**src/rtl/ins_fetch_if.sv**
```systemverilog
// ----------------------------------------------------------------------------
// ins_fetch_if
// Bundle of the control, BRAM and issue signals of the instruction fetch unit.
//
// Handshake: ins_valid/stall form a valid-with-backpressure pair. When
// ins_valid is high, ins_out and pc are stable. The instruction transfers on
// the first rising edge where ins_valid=1 and stall=0. While stall=1 the
// producer holds ins_valid, ins_out and pc unchanged.
//
// Signals
//   start, start_pc  : program launch request (sampled only when idle)
//   stall            : downstream back-pressure
//   ins_bram_addr    : instruction BRAM read address (driven by fetch unit)
//   ins_bram_dout    : instruction BRAM read data
//   ins_out/ins_valid: issued instruction word and its valid flag
//   pc, busy, done, pc_wrapped, issue_count : status
//
// Modports
//   master : controller/BRAM/consumer side
//   slave  : the fetch unit
// ----------------------------------------------------------------------------
interface ins_fetch_if #(
  parameter int INS_ADDR_WIDTH = 8,
  parameter int INS_BRAM_WIDTH = 64
);
  logic                      start;
  logic [INS_ADDR_WIDTH-1:0] start_pc;
  logic                      stall;
  logic [INS_BRAM_WIDTH-1:0] ins_bram_dout;
  logic [INS_ADDR_WIDTH-1:0] ins_bram_addr;
  logic [INS_BRAM_WIDTH-1:0] ins_out;
  logic                      ins_valid;
  logic [INS_ADDR_WIDTH-1:0] pc;
  logic                      busy;
  logic                      done;
  logic                      pc_wrapped;
  logic [15:0]               issue_count;

  modport master (
    output start, start_pc, stall, ins_bram_dout,
    input  ins_bram_addr, ins_out, ins_valid, pc, busy, done, pc_wrapped,
           issue_count
  );

  modport slave (
    input  start, start_pc, stall, ins_bram_dout,
    output ins_bram_addr, ins_out, ins_valid, pc, busy, done, pc_wrapped,
           issue_count
  );
endinterface

```
**src/rtl/ins_fetch_unit.sv**
```systemverilog
// ----------------------------------------------------------------------------
// ins_fetch_unit
// Fetches instruction words from an instruction BRAM starting at start_pc and
// issues them downstream one every ISSUE_INTERVAL cycles (when not stalled).
// A word whose opcode field equals HALT_OPCODE ends the program: nothing is
// issued for it, the unit waits DRAIN_CYCLES for the downstream pipeline to
// finish, pulses done for one cycle and returns to idle.
//
// Ports
//   clk         : system clock, rising edge
//   rstn        : asynchronous active-low reset
//   fetch_bus   : ins_fetch_if.slave (start/stall in, BRAM bus, issue, status)
//   o_dbg_state : current FSM state encoding (state_t)
//
// Parameter constraints: BRAM_LATENCY >= 1,
// ISSUE_INTERVAL >= BRAM_LATENCY+1, DRAIN_CYCLES >= 1, all below 2^16.
// ----------------------------------------------------------------------------
module ins_fetch_unit #(
  parameter int                      INS_ADDR_WIDTH = 8,
  parameter int                      INS_BRAM_WIDTH = 64,
  parameter int                      ADDR_WIDTH     = 10,
  parameter int                      OPCODE_WIDTH   = 4,
  parameter logic [OPCODE_WIDTH-1:0] HALT_OPCODE    = '1,
  parameter int                      BRAM_LATENCY   = 1,
  parameter int                      ISSUE_INTERVAL = 2,
  parameter int                      DRAIN_CYCLES   = 6
) (
  input  logic              clk,
  input  logic              rstn,
  ins_fetch_if.slave        fetch_bus,
  output logic [2:0]        o_dbg_state
);

  typedef enum logic [2:0] {
    S_IDLE  = 3'd0,
    S_FETCH = 3'd1,
    S_ISSUE = 3'd2,
    S_WAIT  = 3'd3,
    S_DRAIN = 3'd4,
    S_DONE  = 3'd5
  } state_t;

  // Cycles spent in WAIT between a completed issue and the next FETCH.
  localparam int          WAIT_CYCLES = ISSUE_INTERVAL - BRAM_LATENCY - 1;
  localparam logic [15:0] FETCH_LAST  = 16'(BRAM_LATENCY - 1);
  localparam logic [15:0] WAIT_LAST   = 16'(WAIT_CYCLES - 1);
  localparam logic [15:0] DRAIN_LAST  = 16'(DRAIN_CYCLES - 1);

  state_t                    r_state;
  state_t                    w_next;
  logic [15:0]               r_cnt;
  logic [INS_ADDR_WIDTH-1:0] r_pc;
  logic [INS_BRAM_WIDTH-1:0] r_ins_out;
  logic                      r_pc_wrapped;
  logic [15:0]               r_issue_count;

  logic [OPCODE_WIDTH-1:0]   w_opcode;
  logic                      w_is_halt;
  logic                      w_start_ok;
  logic                      w_fetch_done;
  logic                      w_issue_done;
  logic                      w_cnt_run;

  assign w_opcode     = fetch_bus.ins_bram_dout[3*ADDR_WIDTH +: OPCODE_WIDTH];
  assign w_is_halt    = (w_opcode == HALT_OPCODE);
  assign w_start_ok   = (r_state == S_IDLE) && fetch_bus.start;
  // The BRAM word is sampled on the last cycle of the FETCH hold window.
  assign w_fetch_done = (r_state == S_FETCH) && (r_cnt == FETCH_LAST);
  assign w_issue_done = (r_state == S_ISSUE) && !fetch_bus.stall;

  // ---------------------------------------------------------------- FSM
  always_ff @(posedge clk or negedge rstn) begin
    if (!rstn) begin
      r_state <= S_IDLE;
    end else begin
      r_state <= w_next;
    end
  end

  always_comb begin
    w_next = r_state;
    case (r_state)
      S_IDLE: begin
        if (fetch_bus.start) w_next = S_FETCH;
      end
      S_FETCH: begin
        if (w_fetch_done) w_next = w_is_halt ? S_DRAIN : S_ISSUE;
      end
      S_ISSUE: begin
        if (!fetch_bus.stall) w_next = (WAIT_CYCLES == 0) ? S_FETCH : S_WAIT;
      end
      S_WAIT: begin
        if (r_cnt == WAIT_LAST) w_next = S_FETCH;
      end
      S_DRAIN: begin
        if (r_cnt == DRAIN_LAST) w_next = S_DONE;
      end
      S_DONE: begin
        w_next = S_IDLE;
      end
      default: begin
        w_next = S_IDLE;
      end
    endcase
  end

  // Only the timed states count; every state entry restarts the counter.
  assign w_cnt_run = (r_state == S_FETCH) || (r_state == S_WAIT) ||
                     (r_state == S_DRAIN);

  always_ff @(posedge clk or negedge rstn) begin
    if (!rstn) begin
      r_cnt <= '0;
    end else if (!w_cnt_run || (w_next != r_state)) begin
      r_cnt <= '0;
    end else begin
      r_cnt <= r_cnt + 16'd1;
    end
  end

  // ---------------------------------------------------------------- datapath
  always_ff @(posedge clk or negedge rstn) begin
    if (!rstn) begin
      r_pc          <= '0;
      r_ins_out     <= '0;
      r_pc_wrapped  <= 1'b0;
      r_issue_count <= '0;
    end else begin
      if (w_start_ok) begin
        r_pc          <= fetch_bus.start_pc;
        r_pc_wrapped  <= 1'b0;
        r_issue_count <= '0;
      end
      if (w_fetch_done && !w_is_halt) begin
        r_ins_out <= fetch_bus.ins_bram_dout;
      end
      if (w_issue_done) begin
        // pc advances modulo 2^INS_ADDR_WIDTH; a wrap is remembered.
        r_pc <= r_pc + 1'b1;
        if (r_pc == '1) r_pc_wrapped <= 1'b1;
        if (r_issue_count != 16'hFFFF) r_issue_count <= r_issue_count + 16'd1;
      end
    end
  end

  // ---------------------------------------------------------------- outputs
  assign fetch_bus.ins_bram_addr = r_pc;
  assign fetch_bus.pc            = r_pc;
  assign fetch_bus.ins_out       = r_ins_out;
  assign fetch_bus.ins_valid     = (r_state == S_ISSUE);
  assign fetch_bus.busy          = (r_state != S_IDLE);
  assign fetch_bus.done          = (r_state == S_DONE);
  assign fetch_bus.pc_wrapped    = r_pc_wrapped;
  assign fetch_bus.issue_count   = r_issue_count;
  assign o_dbg_state             = r_state;

endmodule

```
**src/flat_wrapper.sv**
```systemverilog
// flat-port wrapper written by rule: the top's interface ports become plain ports
module ins_fetch_unit_flat 
#(
  parameter int                      INS_ADDR_WIDTH = 8,
  parameter int                      INS_BRAM_WIDTH = 64,
  parameter int                      ADDR_WIDTH     = 10,
  parameter int                      OPCODE_WIDTH   = 4,
  parameter logic [OPCODE_WIDTH-1:0] HALT_OPCODE    = '1,
  parameter int                      BRAM_LATENCY   = 1,
  parameter int                      ISSUE_INTERVAL = 2,
  parameter int                      DRAIN_CYCLES   = 6
)
  (clk, rstn, o_dbg_state, fetch_bus_start, fetch_bus_start_pc, fetch_bus_stall, fetch_bus_ins_bram_dout, fetch_bus_ins_bram_addr, fetch_bus_ins_out, fetch_bus_ins_valid, fetch_bus_pc, fetch_bus_busy, fetch_bus_done, fetch_bus_pc_wrapped, fetch_bus_issue_count);
  ins_fetch_if #(.INS_ADDR_WIDTH(INS_ADDR_WIDTH), .INS_BRAM_WIDTH(INS_BRAM_WIDTH)) fetch_bus_i ();
  input  logic clk;
  input  logic rstn;
  output logic [2:0] o_dbg_state;
  input wire logic [$bits(fetch_bus_i.start)-1:0] fetch_bus_start;
  input wire logic [$bits(fetch_bus_i.start_pc)-1:0] fetch_bus_start_pc;
  input wire logic [$bits(fetch_bus_i.stall)-1:0] fetch_bus_stall;
  input wire logic [$bits(fetch_bus_i.ins_bram_dout)-1:0] fetch_bus_ins_bram_dout;
  output wire logic [$bits(fetch_bus_i.ins_bram_addr)-1:0] fetch_bus_ins_bram_addr;
  output wire logic [$bits(fetch_bus_i.ins_out)-1:0] fetch_bus_ins_out;
  output wire logic [$bits(fetch_bus_i.ins_valid)-1:0] fetch_bus_ins_valid;
  output wire logic [$bits(fetch_bus_i.pc)-1:0] fetch_bus_pc;
  output wire logic [$bits(fetch_bus_i.busy)-1:0] fetch_bus_busy;
  output wire logic [$bits(fetch_bus_i.done)-1:0] fetch_bus_done;
  output wire logic [$bits(fetch_bus_i.pc_wrapped)-1:0] fetch_bus_pc_wrapped;
  output wire logic [$bits(fetch_bus_i.issue_count)-1:0] fetch_bus_issue_count;
  assign fetch_bus_i.start = fetch_bus_start;
  assign fetch_bus_i.start_pc = fetch_bus_start_pc;
  assign fetch_bus_i.stall = fetch_bus_stall;
  assign fetch_bus_i.ins_bram_dout = fetch_bus_ins_bram_dout;
  assign fetch_bus_ins_bram_addr = fetch_bus_i.ins_bram_addr;
  assign fetch_bus_ins_out = fetch_bus_i.ins_out;
  assign fetch_bus_ins_valid = fetch_bus_i.ins_valid;
  assign fetch_bus_pc = fetch_bus_i.pc;
  assign fetch_bus_busy = fetch_bus_i.busy;
  assign fetch_bus_done = fetch_bus_i.done;
  assign fetch_bus_pc_wrapped = fetch_bus_i.pc_wrapped;
  assign fetch_bus_issue_count = fetch_bus_i.issue_count;
  ins_fetch_unit #(.INS_ADDR_WIDTH(INS_ADDR_WIDTH), .INS_BRAM_WIDTH(INS_BRAM_WIDTH), .ADDR_WIDTH(ADDR_WIDTH), .OPCODE_WIDTH(OPCODE_WIDTH), .HALT_OPCODE(HALT_OPCODE), .BRAM_LATENCY(BRAM_LATENCY), .ISSUE_INTERVAL(ISSUE_INTERVAL), .DRAIN_CYCLES(DRAIN_CYCLES)) u_core (.clk(clk), .rstn(rstn), .fetch_bus(fetch_bus_i), .o_dbg_state(o_dbg_state));
endmodule
```
**config.mk**
```make
export PLATFORM = sky130hd
export DESIGN_NAME = ins_fetch_unit_flat
export DESIGN_NICKNAME = d
export VERILOG_FILES = /design/src/rtl/ins_fetch_if.sv /design/src/rtl/ins_fetch_unit.sv /design/src/flat_wrapper.sv
export SDC_FILE = /design/constraint.sdc
export NUM_CORES = 1
export LEC_CHECK = 0
export BUFFER_PORTS_ARGS = -buffer_cell sky130_fd_sc_hd__buf_2
export CORE_MARGIN = 8
export CORE_UTILIZATION = 45
export CTS_CLUSTER_DIAMETER = 60
export DETAILED_ROUTE_END_ITERATION = 8
export PLACE_DENSITY = 0.79
export SETUP_SLACK_MARGIN = 0.2
export SLEW_MARGIN = 20
export SYNTH_ARGS = -nofsm -noshare
export SYNTH_HDL_FRONTEND = slang
export SYNTH_SLANG_ARGS = --single-unit
```
**constraint.sdc**
```tcl
create_clock -name clk -period 3.58 [get_ports clk]
set_input_delay 0.716 -clock clk [delete_from_list [all_inputs] [get_ports clk]]
set_output_delay 0.716 -clock clk [all_outputs]
set_load 0.01 [all_outputs]
```
==> results.tsv <==
metric	value	unit
setup_violations	0	
synth_cells	431	
syn_area_per_cell	12.08	um2
synth.distinct_cells	49	
rsz0062_at_grt	false	
worstSetupStartpointType	flop	
drtIter0Drc	328	
async_flop_share	100.0	%
cts_tree	yes	
areaGrowthSynthToFinish	23.73	%
synth-seq-area-share	51.92	%
slew_violations	0	
r2r-start	u_core.o_dbg_state[0]	
p_seq_share	53.9	%
viasPerCell	5.386	
finalClockSkew	8.187	ps
required	3820	ps
fin_crit	2526	ps
crit_path_end_kind	flop	
dr.pass1.iters	4	
synth_seq_cells	108	
reg2reg_depth	5	
cp-endpoint	u_core.fetch_bus.ins_out[58]	
place.port_buffers	178	
clk_pin_slew	70	ps
synth-edff-count	0	
timing.final.crit_share	70.56	%
status	finished clean	
finalHoldViolations	0	
htreeDepth	3	
drive_gt1_share	44.78	%
wl_per_cell	18.42	um
die_w	123.6	um
synth_ff_type	dfrtp_1	
reg2reg_to	u_core.fetch_bus.ins_out[58]	
r2r_slack	1050	ps
ctsHoldBuffers	0	
pwr-share-comb	4.5	%
place_congestion	0.8893	
ir_worst_vdd	0.3667	mV
switching_share	23.27	%
grt_overflow	0	
ant_nets	0	
hold_path_class	in -> async	
final_nets	679	
dieHeight	123.6	um
crit_type	reg -> reg	
clock-sinks	108	
cts.repair.resized	0	
wirelength	13740	um
grt.total_usage	17.64	%
clockPowerShare	41.6	%
num_io_pins	179	
relSlewSlack	47.25	%
grt_antenna_before_repair	0	
post-dp-hpwl	10240	um
grt_pass1_wl	20930	um
cellLeakagePower	3.492	nW
yosys_warnings	0	
grt_start_max_net_pins	88	
rows	39	
syn-num-nets	512	
post_cts.repair.setup_buffers	0	
clock_latency	350	ps
clockBufferDepth	2	
dieArea	15260	um2
drc	0	
critPathArrivalTime	2760	ps
switchingPower	0.0005340	W
p_int	0.001761	W
setup.worst_path.start	u_core.o_dbg_state[0]	
worst_slew_pin_slew	791.2	ps
fmax	0.3959	GHz
setup_tns	0	ps
grt_pass1_vias	4058	
power.density	356.3	nW/um2
clock-root-buffer	clkbuf_16	
synth.cell_area	5205	um2
cap_violations	0	
start_util	45.78	%
finalPower	0.002295	W
numCtsBuffers	9	
core_area	11370	um2
insertedDiodeCount	0	
worst-path-max-fanout	33	
num_vias	4018	
## stage by stage
step,util [%],hold WS (ps),worst slack [ps],cell area (um2),cells
finish,56.64,393.0,1054,6440,746
global route,56.64,460.2,853.6,6440,746
global placement,54.12,480.5,1196,6153,730
detailed placement,54.12,487.5,1054,6153,730
floorplan,-,420.4,1586,5205,431
CTS,56.61,505.0,1042,6436,746
## registers in the layout (all words and copies together) (netlist names)
signal / count
u_core.fetch_bus.ins_bram_addr: 8
u_core.fetch_bus.issue_count: 16
u_core.o_dbg_state: 3
u_core.fetch_bus.pc_wrapped: 1
u_core.fetch_bus.ins_out: 64
u_core.r_cnt: 16
## metal layers
| metal | vias up | wire length, um | global-route usage (%) | part of all wire [%] |
|---|---|---|---|---|
| met4 | 0 | 458 | 9.406 | 3.3 |
| met1 | 1982 | 5179 | 20.00 | 38 |
| met3 | 35 | 782 | 4.612 | 5.7 |
| li1 | 1880 | - | - | - |
| met2 | 121 | 7320 | 29.98 | 53 |
| met5 | - | 0 | 0 | 0 |
## layout make-up
class / count / area (um2)
flip-flops and latches: 108 / 2703
clock inverters: 6 / 53.80
multi-input cells: 281 / 2268
repair buffers: 184 / 954.7
well taps: 143 / 178.9
fillers: 943 / 4930
clock buffers: 10 / 229.0
inverters: 14 / 52.55
## cells in the final DEF (no fill, tap or decap), types with 2 or more instances in the layout
cell type  count
a211oi_1       8
ha_1           5
nor3b_1        3
a22oi_1        2
o21ai_0        5
a31oi_1        3
nand2_1       35
clkbuf_16      9
o22ai_1        2
nor2_1        26
mux2i_1        9
inv_6          4
nor4_1         8
a21oi_1       27
a2bb2oi_1      4
and3_1         2
dfrtp_1      108
inv_1         14
or4b_1         2
or2_2          2
and4_1         3
xor2_1         4
nor4_4         2
nor4b_2        2
a221o_1        3
buf_2        177
nand4_1       15
buf_4          5
mux2_2        15
xnor2_1       10
mux2_4        45
nand3_1       16
nor3_1         8
## worst min-delay path by stage
stage	endpoint	slack (ps)	cells past startpoint
finish	u_core.fetch_bus.ins_out[10]	390	1
global route	u_core.fetch_bus.ins_out[61]	460	1
floorplan	u_core.fetch_bus.ins_bram_addr[0]	420	0
global placement	u_core.fetch_bus.pc_wrapped	480	1
CTS	u_core.fetch_bus.ins_out[46]	500	1
detailed placement	u_core.fetch_bus.ins_out[16]	490	1
## cells by family (layout without fill, tap and decap cells)
family | count (synthesis) | in the layout | synth area share (%)
flops | 108 | 108 | 51.92
fa+ha+maj | 5 | 5 | 1.202
xor+xnor | 14 | 14 | 2.356
buf+inv | 42 | 214 | 4.639
simple gates | 133 | 133 | 14.50
mux | 69 | 69 | 17.96
compound gates | 60 | 60 | 7.428
## critical path: stages (launching register included)
cell	delay, ps
dfrtp_1	550
inv_1	230
nor3_2	390
nand3_4	510
buf_12	390
mux2_4	320
## power groups by stage
stage	Combinational, W	Sequential (W)	Clock (W)
floorplan	0.0000221	0.00126	0
global placement	0.000101	0.00126	0
detailed placement	0.000104	0.00126	0
CTS	0.000105	0.00124	0.000991
global route	0.000114	0.00124	0.00103
finish	0.000103	0.00124	0.000956
## synthesized netlist by cell type, drive strengths merged (2+ instances only)
cell / n / area, um2
dfrtp: 108 / 2703
mux2: 60 / 844.6
nand2: 35 / 131.4
a21oi: 27 / 135.1
nor2: 26 / 97.59
buf: 20 / 157.7
nand3: 17 / 90.09
nand4: 15 / 93.84
inv: 14 / 52.55
nor4: 11 / 105.1
xnor2: 10 / 87.58
mux2i: 9 / 90.09
nor3: 9 / 50.05
a211oi: 8 / 60.06
clkbuf: 8 / 31.28
ha: 5 / 62.56
o21ai: 5 / 25.02
a2bb2oi: 4 / 35.03
and4: 4 / 37.54
xor2: 4 / 35.03
a221o: 3 / 30.03
a31oi: 3 / 18.77
nor3b: 3 / 22.52
nor4b: 3 / 53.80
a22oi: 2 / 15.01
and3: 2 / 12.51
o22ai: 2 / 12.51
or2: 2 / 12.51
or4b: 2 / 20.02
Power figures use the tool's default switching activity.
